## src/rtl/video_sig_gen.sv

```systemverilog
// video_sig_gen
//   Pixel-clock raster timing generator for the HDMI TX path. Walks an
//   (hcount, vcount) raster and produces active-draw, hsync, vsync, a
//   one-cycle new-frame strobe and a frame counter.
//
//   All outputs are registered. Flags are decoded from the *next* counter
//   values, so they line up with the counters in the same cycle.
//
// Ports
//   clk_in      in   1   pixel clock
//   rst_in      in   1   synchronous active-high reset
//   hcount_out  out  11  horizontal position, 0..H_TOTAL-1
//   vcount_out  out  10  vertical position, 0..V_TOTAL-1
//   vs_out      out  1   vertical sync, active-high
//   hs_out      out  1   horizontal sync, active-high
//   ad_out      out  1   current pixel is in the visible area
//   nf_out      out  1   new-frame strobe at (ACTIVE_H_PIXELS, ACTIVE_LINES)
//   fc_out      out  6   frame count, 0..FPS-1
module video_sig_gen #(
  parameter int ACTIVE_H_PIXELS = 1280,
  parameter int H_FRONT_PORCH   = 110,
  parameter int H_SYNC_WIDTH    = 40,
  parameter int H_BACK_PORCH    = 220,
  parameter int ACTIVE_LINES    = 720,
  parameter int V_FRONT_PORCH   = 5,
  parameter int V_SYNC_WIDTH    = 5,
  parameter int V_BACK_PORCH    = 20,
  parameter int FPS             = 60
) (
  input  logic        clk_in,
  input  logic        rst_in,
  output logic [10:0] hcount_out,
  output logic [9:0]  vcount_out,
  output logic        vs_out,
  output logic        hs_out,
  output logic        ad_out,
  output logic        nf_out,
  output logic [5:0]  fc_out
);

  localparam int H_TOTAL = ACTIVE_H_PIXELS + H_FRONT_PORCH + H_SYNC_WIDTH + H_BACK_PORCH;
  localparam int V_TOTAL = ACTIVE_LINES + V_FRONT_PORCH + V_SYNC_WIDTH + V_BACK_PORCH;

  localparam logic [10:0] H_MAX  = 11'(H_TOTAL - 1);
  localparam logic [10:0] H_ACT  = 11'(ACTIVE_H_PIXELS);
  localparam logic [10:0] HS_ON  = 11'(ACTIVE_H_PIXELS + H_FRONT_PORCH);
  localparam logic [10:0] HS_OFF = 11'(ACTIVE_H_PIXELS + H_FRONT_PORCH + H_SYNC_WIDTH);

  localparam logic [9:0]  V_MAX  = 10'(V_TOTAL - 1);
  localparam logic [9:0]  V_ACT  = 10'(ACTIVE_LINES);
  localparam logic [9:0]  VS_ON  = 10'(ACTIVE_LINES + V_FRONT_PORCH);
  localparam logic [9:0]  VS_OFF = 10'(ACTIVE_LINES + V_FRONT_PORCH + V_SYNC_WIDTH);

  localparam logic [5:0]  FC_MAX = 6'(FPS - 1);

  logic [10:0] r_h;
  logic [9:0]  r_v;
  logic        r_vs, r_hs, r_ad, r_nf;
  logic [5:0]  r_fc;

  logic [10:0] w_h_next;
  logic [9:0]  w_v_next;
  logic        w_ad_next, w_hs_next, w_vs_next, w_nf_next;

  always_comb begin
    w_h_next = r_h + 11'd1;
    w_v_next = r_v;
    if (r_h == H_MAX) begin
      w_h_next = 11'd0;
      w_v_next = (r_v == V_MAX) ? 10'd0 : r_v + 10'd1;
    end
  end

  // Decode from next counters so registered flags match registered counters.
  assign w_ad_next = (w_h_next < H_ACT) && (w_v_next < V_ACT);
  assign w_hs_next = (w_h_next >= HS_ON) && (w_h_next < HS_OFF);
  assign w_vs_next = (w_v_next >= VS_ON) && (w_v_next < VS_OFF);
  assign w_nf_next = (w_h_next == H_ACT) && (w_v_next == V_ACT);

  // Reset parks the raster on its last pixel so the first free-running edge
  // lands on (0,0) and frame 0 loses no pixel.
  always_ff @(posedge clk_in) begin
    if (rst_in) begin
      r_h  <= H_MAX;
      r_v  <= V_MAX;
      r_vs <= 1'b0;
      r_hs <= 1'b0;
      r_ad <= 1'b0;
      r_nf <= 1'b0;
      r_fc <= 6'd0;
    end else begin
      r_h  <= w_h_next;
      r_v  <= w_v_next;
      r_vs <= w_vs_next;
      r_hs <= w_hs_next;
      r_ad <= w_ad_next;
      r_nf <= w_nf_next;
      if (w_nf_next) begin
        r_fc <= (r_fc == FC_MAX) ? 6'd0 : r_fc + 6'd1;
      end
    end
  end

  assign hcount_out = r_h;
  assign vcount_out = r_v;
  assign vs_out     = r_vs;
  assign hs_out     = r_hs;
  assign ad_out     = r_ad;
  assign nf_out     = r_nf;
  assign fc_out     = r_fc;

endmodule

```

## config.mk

```make
export PLATFORM = sky130hd
export DESIGN_NAME = video_sig_gen
export DESIGN_NICKNAME = d
export VERILOG_FILES = /design/src/rtl/video_sig_gen.sv
export SDC_FILE = /design/constraint.sdc
export NUM_CORES = 1
export LEC_CHECK = 0
export BUFFER_PORTS_ARGS = -buffer_cell sky130_fd_sc_hd__buf_2
export CAP_MARGIN = 20
export CORE_ASPECT_RATIO = 0.5
export CORE_MARGIN = 2
export CORE_UTILIZATION = 30
export DETAILED_ROUTE_END_ITERATION = 6
export PLACE_DENSITY = 0.49
export SLEW_MARGIN = 20
export SYNTH_ARGS = -nofsm -noshare
export SYNTH_HDL_FRONTEND = slang
export SYNTH_SLANG_ARGS = --single-unit
```

## constraint.sdc

```tcl
create_clock -name clk_in -period 2.7 [get_ports clk_in]
set_input_delay 0.27 -clock clk_in [delete_from_list [all_inputs] [get_ports clk_in]]
set_output_delay 0.27 -clock clk_in [all_outputs]
set_load 0.005 [all_outputs]
```

# Word level (Yosys, flattened, before mapping)
# Index checks and enable logic that the tools add are counted.
[totals]
regBits = 31
inputBits = 2
elab_cells = 29
output_inout_bits = 31
[classes]
order_cmp = 6
add_sub_neg = 3
n_eq_ne = 5
mux = 4
n_reduce_logical = 4
[op_table]
columns = ["operator", "count"]
rows = [
  ["11-bit == test (second input constant)", 2],
  ["11-bit < comparator (second input constant)", 2],
  ["10-bit == test (second input constant)", 2],
  ["10-bit < comparator (second input constant)", 2],
  ["10-bit 2-to-1 mux", 2],
  ["11-bit by 1-bit adder with 11-bit output (second input constant)", 1],
  ["11-bit greater-or-equal comparator (second input constant)", 1],
  ["11-bit 2-to-1 mux", 1],
  ["10-bit by 1-bit adder with 10-bit output (second input constant)", 1],
  ["10-bit greater-or-equal comparator (second input constant)", 1],
  ["6-bit by 1-bit adder with 6-bit output (second input constant)", 1],
  ["6-bit == test (second input constant)", 1],
  ["6-bit 2-to-1 mux", 1],
  ["1-bit logical AND", 4],
]

# Depth between registers and ports, before layout
# Gate-level depths: netlist (run 1).
[depth]
depth_word = 5
mapped_depth = 11

# Worst setup path before layout (run 1)
# Ideal clock, no wire load.
[synth_timing]
path_kind = "register to register"
startpoint = "reg r_h[0], in the netlist hcount_out[0]"
endpoint = "reg r_fc[3], in the netlist fc_out[3]"
path_slack_ns = 0.242
path_buffers = 1
t_arrival_ns = 2.370
path_stages_with_launch = 10
synth_period_minus_slack_ns = 2.458
required_time_ns = 2.612
cell_sequence = "dfxtp_1 ha_1 or3b_4 nor3_2 a21boi_1 o221ai_2 nor4_4 buf_6 a21oi_2 a311oi_2"
[synth_via]
elab_chain_cells = 4
word_cells_on_any_way = 7
cone_classes = "add/sub: 1; eq/ne: 3; mux: 2; reduce/logical: 1"
[synth_lines]
columns = ["element", "line_no", "rtl"]
rows = [
  ["from (decl)", "56", "logic [10:0] r_h;"],
  ["from (signal assigned)", "92", "r_h <= w_h_next;"],
  ["11-bit by 1-bit adder with 11-bit output / 11-bit == test (equally long branches)", "66, 68", ""],
  ["11-bit 2-to-1 mux / 10-bit 2-to-1 mux (equally long branches)", "68", "if (r_h == H_MAX) begin"],
  ["11-bit == test / 10-bit == test (equally long branches)", "78", "assign w_nf_next = (w_h_next == H_ACT) && (w_v_next == V_ACT);"],
  ["1-bit logical AND (*)", "78", ""],
  ["to (signal assigned)", "99", "r_fc <= (r_fc == FC_MAX) ? 6'd0 : r_fc + 6'd1;"],
  ["to (decl)", "59", "logic [5:0] r_fc;"],
]
# Every way passes the cells marked *; elsewhere a longest branch is shown, timed or not.
# A chain may end at the register's enable or synchronous reset.

# Worst setup path after layout (run 1)
[layout_timing]
startpoint = "reg r_h[0], in the netlist hcount_out[0]"
endpoint = "reg r_fc[2], in the netlist fc_out[2]"
# The elaborated chain is that of the path after synthesis.

==> results of run 1 <==
## power by group
part / internal, uW / switching (uW)
registers: 572 / 152
logic: 888 / 1150
clock network: 339 / 216
## state kept, by name, indices dropped and copies added, names as in the netlist
signal / flops
ad_out: 1
fc_out: 6
hcount_out: 11
hs_out: 1
nf_out: 1
vcount_out: 10
vs_out: 1
## kinds of logic after synthesis
| family | share of synthesized area, % |
|---|---|
| AND/OR/NAND/NOR | 34.2 |
| buffers and inverters | 6.01 |
| AO/OA/AOI/OAI | 23.2 |
| adder cells (fa/ha/maj) | 2.83 |
| XOR/XNOR | 4.36 |
| flip-flops | 28.1 |
| multiplexers | 1.36 |
## layout by cell type, fill, tap and decap left out, types with 3 or more instances in the layout
cell type,netlist,layout
buf_2,9,32
dfxtp_1,31,31
buf_4,1,26
nand2_1,17,17
nor2_1,16,16
a21oi_1,14,14
nand3_1,13,13
o21ai_0,13,12
and3_1,10,10
xnor2_1,9,9
nor3_1,7,7
nand2b_1,6,6
inv_1,5,5
a31oi_1,5,5
or3_1,5,5
nand4_1,5,5
clkbuf_16,0,5
nand3b_1,4,4
a21o_1,4,4
o21bai_1,4,4
ha_1,5,4
and2_1,3,3
nor4_4,2,3
and4_1,3,3
a211o_1,3,3
nor4_1,3,3
## through the flow
stage	util, %	setup TNS, ns	area, um2	setup WS [ns]	power (uW)
after global placement	35.5	0	2570	0.190	2720
after CTS	37.5	0	2720	0.0911	3280
after global routing	37.8	-0.0961	2730	-0.0602	3580
after detailed placement	35.5	0	2570	0.115	2710
after floorplan	-	0	2210	0.242	2020
final	37.8	0	2730	0.151	3320
## final timing paths
kind,endpoint,depth (start not counted)
max,fc_out[2],9
max reg2reg,fc_out[2],9
min reg2reg,fc_out[0],2
min,fc_out[1],2
## cell type report
| type | count | area (um2) | area share [%] |
|---|---|---|---|
| well taps | 96 | 120 | 4.39 |
| clock buffers | 5 | 125 | 4.58 |
| flip-flops and latches | 31 | 621 | 22.7 |
| inverters | 5 | 18.8 | 0.686 |
| repair buffers | 58 | 355 | 13.0 |
| clock inverters | 3 | 20.0 | 0.732 |
| multi-input cells | 203 | 1470 | 53.9 |
## timing repair
item,4_1_cts,5_1_grt
setup endpoints to repair,0,7
gates resized for setup,0,5
hold buffers,0,0
hold endpoints to repair,0,0
## critical path, cell delays in order, from the launching register on
cell and delay, ns:
dfxtp_1 0.38, ha_1 0.22, or3b_4 0.42, nor4_4 0.24, mux2i_1 0.12, o21bai_2 0.25
nor4_4 0.35, buf_4 0.21, a21oi_1 0.08, a31o_1 0.18
## metal layers
layer | up-vias | GRT usage [%] | wire length (um)
li1 | 1070 | - | -
met1 | 1027 | 22.6 | 3230
met2 | 53 | 23.2 | 2620
met3 | 7 | 3.63 | 319
met4 | 0 | 4.72 | 80
met5 | - | 0 | 0
==> impl_metrics.csv, run 1 <==
group,metric,value,unit
setup_path,crit_path_end_kind,"flop",
setup_path,start_kind,"flop",
place,routabilityCongestion,0.854,
routing,wire_per_inst,15.6,um
yosys,yosys.area.top_type,"dfxtp_1",
floorplanning,floorplan.initialDensity,30.5,%
routing,vias,2157,
floorplanning,core_area,0.00724,mm2
timing,setup_viol,0,
yosys,syn_area_per_cell,8.53,um2
yosys,synth-edff-count,0,
cts,post_cts_buffers,0,
timing,clock.fmax,392,MHz
yosys,ys_warn_count,0,
timing,slew_violations,0,
floorplanning,die-area,0.00811,mm2
yosys,synth.most_common_cell,"dfxtp_1",
floorplanning,row_count,22,
yosys,synth_area_leaders,"dfxtp_1 (28%), xnor2_1 (3.6%), a21oi_1 (3.2%), nand3_1 (2.9%), o21ai_0 (2.9%)",
setup_path,worst-endpoint-required,2.88,ns
cts,clk_pin_slew,0.06,ns
place,dpl.cell_count,393,
global_route,grt_pass1_vias,1943,
finish,area_growth,23.8,%
floorplanning,fp.dieH,64.7,um
job,maxCapViolations,0,
power_and_ir_drop,powerDensity,1210,mW/mm2
cts,clock_path_buffers,2,
outcome,status,"completed",
routing,wirelength,6250,um
finish,drive_gt1_share,29.2,%
place,hpwl,4600,um
yosys,synth_nets,266,
routing,drc,0,
finish,diodes,0,
setup_path,crit_start,"hcount_out[0]",
timing,hold_violations,0,
finish,fin_cells,401,
routing,drt_pass1_iterations,4,
timing,finalCriticalPeriod,2.55,ns
setup_path,cp_max_fo,8,
cts,clk_latency,0.28,ns
worst_hold_path,min_from,"rst_in",
finish,fillers,756,
yosys,synth_cell_types,70,
global_route,antenna_found_initial,0,
timing,rsz0062_at_grt,"true",
setup_path,critPathKind,"reg -> reg",
cts,cts-root-buf,"clkbuf_16",
timing,tightest_slew,0.599,ns
global_route,grt_max_degree,32,
yosys,ys_seq_area_share,28.1,%
setup_path,cp.arrival,2.73,ns
floorplanning,io_pins,33,
yosys,synth_common_cells,"dfxtp_1 (31), nand2_1 (17), nor2_1 (16), a21oi_1 (14)",
timing,holdWs,0.475,ns
global_route,grt_usage,15.7,%
timing,fin_crit_sh,94.4,%
cts,numCtsBuffers,5,
yosys,synthCells,259,
cts,cts_tree,"done",
yosys,synthesis.area,0.00221,mm2
cts,clock_sinks,31,
routing,ant_nets,0,
timing,fin_skew,0.00728,ns
global_route,grt_pass1_wl,10100,um
setup_path,r2r_slack,0.15,ns
yosys,synth_seq_cells,31,
timing,max_slew_margin,60.1,%
finish,nNetsFinal,311,
power_and_ir_drop,ir_worst_vdd,0.405,mV
yosys,synth_ff_type,"dfxtp_1",
power_and_ir_drop,power_leakage,0.00109,uW
global_route,grt_overflow,0,
yosys,netlist.area_leader.share,28.1,%
setup_path,r2r_start,"hcount_out[0]",
floorplanning,die_width,125,um
cts,htreeDepth,2,
place,numPortBuffers,32,
routing,route.detailed.vias_per_inst,5.38,
worst_hold_path,hp-class,"in -> reg",
routing,drtIter0Drc,163,
yosys,async_flop_share,0,%
Note: power is estimated with default switching activity, not from simulation.
==> run 2, diff against run 1 <==
--- a/config.mk
+++ b/config.mk
@@ -5,13 +5,13 @@
 export SDC_FILE = /design/constraint.sdc
 export NUM_CORES = 1
 export LEC_CHECK = 0
-export BUFFER_PORTS_ARGS = -buffer_cell sky130_fd_sc_hd__buf_2
 export CAP_MARGIN = 20
 export CORE_ASPECT_RATIO = 0.5
 export CORE_MARGIN = 2
 export CORE_UTILIZATION = 30
 export DETAILED_ROUTE_END_ITERATION = 6
-export PLACE_DENSITY = 0.49
+export DONT_BUFFER_PORTS = 1
+export PLACE_DENSITY = 0.46
 export SLEW_MARGIN = 20
 export SYNTH_ARGS = -nofsm -noshare
 export SYNTH_HDL_FRONTEND = slang
==> impl_metrics.csv, run 2 (same netlist as run 1, synthesis figures left out) <==
group,metric,value,unit
timing,setup_tns,0,ns
global_route,grt_pass1_wl,10200,um
routing,drt_pass1_iterations,4,
place,numPortBuffers,0,
setup_path,worstRegToRegCells,10,
timing,slew_violations,0,
floorplanning,die-area,0.00811,mm2
cts,post_cts_buffers,0,
floorplanning,floorplan.initialDensity,30.5,%
floorplanning,die_width,125,um
finish,nNetsFinal,281,
worst_hold_path,hp-class,"in -> reg",
cts,cts_tree,"done",
global_route,grt_max_degree,32,
power_and_ir_drop,combPwrFrac,58.5,%
cts,clk_latency,0.29,ns
cts,clock_sinks,31,
timing,setup_viol,0,
routing,drtIter0Drc,231,
timing,fin_crit_sh,94.3,%
power_and_ir_drop,powerDensity,1230,mW/mm2
power_and_ir_drop,pwr-share-seq,23.8,%
finish,stdcell_area,0.00261,mm2
power_and_ir_drop,power_leakage,0.000958,uW
finish,mostFrequentLayoutCells,"dfxtp_1 (28), buf_4 (27), nand2_1 (17)",
finish,final_common_cell,"dfxtp_1",
routing,ant_nets,0,
timing,clock.fmax,393,MHz
place,dpl_cell_area,0.00242,mm2
finish,diodes,0,
timing,finalCriticalPeriod,2.54,ns
timing,fin_skew,0.00851,ns
setup_path,critPathKind,"reg -> reg",
power_and_ir_drop,pwr-share-clk,17.6,%
routing,wirelength,6210,um
global_route,antenna_found_initial,0,
cts,cts-root-buf,"clkbuf_16",
finish,drive_gt1_share,23.3,%
routing,vias,2076,
timing,rsz0062_at_grt,"false",
timing,max_slew_margin,65.4,%
floorplanning,io_pins,33,
place,hpwl,4610,um
finish,area_growth,18.0,%
routing,drc,0,
power_and_ir_drop,p_sw_share,46.7,%
setup_path,cp.arrival,2.74,ns
setup_path,path_cells,"inv_1, ha_2, or3b_4, nor4_4, mux2i_1, o21bai_2, nor4_4, buf_6, a41oi_1, a311oi_1",
setup_path,critPathMaxStageDelay,0.41,ns
power_and_ir_drop,p_switching,1500,uW
global_route,grt_usage,15.9,%
power_and_ir_drop,p_int,1710,uW
setup_path,critPathMostFrequentCell,"nor4_4",
cts,clock_path_buffers,2,
outcome,status,"completed",
setup_path,start_kind,"flop",
place,routabilityCongestion,0.827,
cts,htreeDepth,2,
floorplanning,row_count,22,
setup_path,crit_path_end_kind,"flop",
routing,wire_per_inst,16.7,um
setup_path,worst-endpoint-required,2.90,ns
power_and_ir_drop,ir_worst_vdd,0.334,mV
routing,route.detailed.vias_per_inst,5.60,
setup_path,cp_max_fo,11,
cts,numCtsBuffers,5,
floorplanning,fp.dieH,64.7,um
setup_path,crit_slowest_cell,"or3b_4",
global_route,grt_pass1_vias,1955,
global_route,grt_overflow,0,
timing,hold_violations,0,
floorplanning,core_area,0.00724,mm2
worst_hold_path,hold_depth,1,
cts,clk_pin_slew,0.06,ns
job,maxCapViolations,0,
timing,tightest_slew,0.515,ns
finish,largest_register_ff_count,11,
finish,fillers,748,
-- run 2: power groups by stage --
| stage | Sequential (uW) | Combinational, uW | Clock (uW) |
|---|---|---|---|
| 2_1_floorplan | 695 | 1320 | 0 |
| 3_3_place_gp | 767 | 1840 | 0 |
| 3_5_place_dp | 772 | 1830 | 0 |
| 4_1_cts | 761 | 1840 | 584 |
| 5_1_grt | 792 | 2060 | 604 |
| 6_report | 766 | 1880 | 566 |
-- run 2: repair_timing --
action,in CTS,in global routing
endpoints found under the setup margin,0,2
resized for setup,0,10
endpoints found under the hold margin,0,0
hold buffers,0,0
-- run 2: worst max-delay path, delay by kind of cell, from the launching register on --
family | cells | cell delay, ns
multiplexers | 1 | 0.13
buffers and inverters | 2 | 0.24
flip-flops | 1 | 0.33
AND/OR/NAND/NOR | 3 | 0.93
AO/OA/AOI/OAI | 3 | 0.64
adder cells (fa/ha/maj) | 1 | 0.19
-- run 2: cell type report --
type / instances / area (um2) / area share [%]
Multi-Input combinational cell: 203 / 1480 / 56.9
Sequential cell: 31 / 624 / 24.0
Timing Repair Buffer: 28 / 214 / 8.21
Clock buffer: 5 / 125 / 4.80
Tap cell: 96 / 120 / 4.61
Clock inverter: 3 / 20.0 / 0.768
Inverter: 5 / 18.8 / 0.720
-- run 2: path summary, 6_finish.rpt --
check | from | endpoint | slack [ns]
max | hcount_out[1] | fc_out[5] | 0.16
min | rst_in | fc_out[3] | 0.05
max reg2reg | hcount_out[1] | fc_out[5] | 0.16
min reg2reg | fc_out[0] | fc_out[0] | 0.53
-- run 2: metrics by stage --
stage          util [%]  hold slack (ns)  instances  total power, uW  worst slack [ns]
2_1_floorplan         -            0.390        259             2020             0.242
6_report           36.0           0.0495        371             3210             0.155
3_3_place_gp       33.5            0.346        363             2610            0.0951
4_1_cts            35.5           0.0422        371             3180            0.0472
5_1_grt            36.0           0.0406        371             3460           0.00540
3_5_place_dp       33.5            0.345        363             2600            0.0761
-- run 2: metal layers --
| metal | vias up | track usage (%) | wire length, um |
|---|---|---|---|
| met2 | 69 | 24.6 | 2660 |
| met3 | 7 | 4.54 | 520 |
| li1 | 1010 | - | - |
| met1 | 990 | 21.5 | 2960 |
| met4 | 0 | 5.14 | 66 |
| met5 | - | 0 | 0 |
==> run 3, diff against run 2 <==
--- a/config.mk
+++ b/config.mk
@@ -11,7 +11,7 @@
 export CORE_UTILIZATION = 30
 export DETAILED_ROUTE_END_ITERATION = 6
 export DONT_BUFFER_PORTS = 1
-export PLACE_DENSITY = 0.46
+export PLACE_DENSITY = 0.49
 export SLEW_MARGIN = 20
 export SYNTH_ARGS = -nofsm -noshare
 export SYNTH_HDL_FRONTEND = slang
==> impl_metrics.csv, run 3 (same netlist as run 1, synthesis figures left out) <==
group,metric,value,unit
outcome,status,"completed",
timing,fin_skew,0.00597,ns
routing,route.detailed.vias_per_inst,5.51,
setup_path,cp_max_fo,11,
setup_path,critPathKind,"reg -> reg",
power_and_ir_drop,powerDensity,1240,mW/mm2
power_and_ir_drop,ir_worst_vdd,0.321,mV
timing,fin_ws,0.140,ns
floorplanning,floorplan.initialDensity,30.5,%
floorplanning,die-area,0.00811,mm2
place,routabilityCongestion,0.833,
floorplanning,fp.dieH,64.7,um
finish,nNetsFinal,278,
cts,cts_tree,"done",
global_route,antenna_found_initial,0,
timing,clock.fmax,391,MHz
finish,post-route-util,35.8,%
setup_path,worst-endpoint-required,2.89,ns
worst_hold_path,min_to,"fc_out[3]",
global_route,grt_usage,15.3,%
finish,area_growth,17.4,%
finish,largest_register_ff_count,11,
worst_hold_path,hp-class,"in -> reg",
job,maxCapViolations,0,
global_route,grt_pass1_wl,9980,um
timing,finalCriticalPeriod,2.56,ns
setup_path,start_kind,"flop",
global_route,grt_overflow,0,
cts,clk_latency,0.28,ns
routing,wirelength,5890,um
place,numPortBuffers,0,
timing,setup_viol,0,
routing,ant_nets,0,
routing,drc,0,
place,hpwl,4350,um
global_route,grt_max_degree,32,
floorplanning,row_count,22,
finish,drive_gt1_share,21.3,%
routing,drt_pass1_iterations,6,
place,dpl.cell_count,360,
timing,rsz0062_at_grt,"false",
setup_path,r2r_start,"hcount_out[0]",
cts,clock_sinks,31,
place,dp_slack,0.0171,ns
floorplanning,core_area,0.00724,mm2
worst_hold_path,hold_depth,1,
cts,numCtsBuffers,5,
cts,clock_path_buffers,2,
setup_path,cp.arrival,2.75,ns
cts,clk_pin_slew,0.06,ns
setup_path,r2r-end,"fc_out[5]",
global_route,grt_pass1_vias,1931,
finish,mostFrequentLayoutCells,"dfxtp_1 (30), buf_4 (24), nand2_1 (17)",
timing,holdWs,0.0532,ns
setup_path,crit_path_end_kind,"flop",
timing,slew_violations,0,
finish,final_common_cell,"dfxtp_1",
floorplanning,die_width,125,um
timing,setup_tns,0,ns
cts,cts-root-buf,"clkbuf_16",
setup_path,worstRegToRegCells,9,
cts,htreeDepth,2,
finish,fin_cells,368,
finish,diodes,0,
cts,post_cts_buffers,0,
routing,drtIter0Drc,125,
timing,hold_violations,0,
worst_hold_path,min_from,"rst_in",
floorplanning,io_pins,33,
timing,fin_crit_sh,94.8,%
power_and_ir_drop,power_leakage,0.000948,uW
timing,tightest_slew,0.463,ns
setup_path,r2r_slack,0.14,ns
routing,vias,2027,
timing,max_slew_margin,69.0,%
routing,wire_per_inst,16.0,um
==> run 3: changes by cell type in the layout (fill, tap and decap cells not counted), sizes merged <==
cell	change
buf	-3
==> run 3: worst max-delay path by stage <==
stage,startpoint,end,slack (ns),cells past startpoint
after global placement,hcount_out[0],fc_out[5],0.07,9
after detailed placement,hcount_out[0],fc_out[5],0.02,9
after floorplan,hcount_out[0],fc_out[3],0.24,9
after global routing,hcount_out[0],fc_out[5],0.008,9
final,hcount_out[0],fc_out[5],0.14,9
after CTS,hcount_out[3],fc_out[5],0.06,8
==> run 3: metal layers <==
layer  routed length [um]  track usage, %
met3                  352            4.13
met4                   37            2.92
met5                    0               0
met2                 2480            23.0
met1                 3010            21.9
==> run 3: where the power goes <==
part           internal [uW]  leakage [uW]  switching, uW
clock                    339     0.0000658            214
sequential               572      0.000253            176
combinational            814      0.000629           1100
==> run 3: final cells by class <==
| type | count | area [um2] |
|---|---|---|
| fillers | 746 | 4650 |
| multi-input cells | 203 | 1500 |
| inverters | 5 | 18.8 |
| well taps | 96 | 120 |
| clock buffers | 5 | 125 |
| repair buffers | 25 | 191 |
| clock inverters | 3 | 20.0 |
| flip-flops and latches | 31 | 622 |
==> run 3: stage by stage <==
step / instance area, um2 / power, uW
6_report: 2590 / 3210
5_1_grt: 2590 / 3500
4_1_cts: 2550 / 3160
3_5_place_dp: 2400 / 2590
3_3_place_gp: 2400 / 2580
2_1_floorplan: 2210 / 2020
==> run 3: what timing repair did <==
action | in CTS | in global routing
endpoints found under the setup margin | 1 | 5
resized for setup | 1 | 8
hold buffers | 0 | 0
==> run 3: worst max-delay path, stage by stage (launching register included) <==
cell and delay, ns:
dfxtp_1 0.38, ha_2 0.22, or3b_4 0.42, nor4_4 0.24, mux2i_1 0.12, o21bai_2 0.24, nor4_4 0.29, buf_6 0.18
a41oi_1 0.12, a311oi_1 0.25
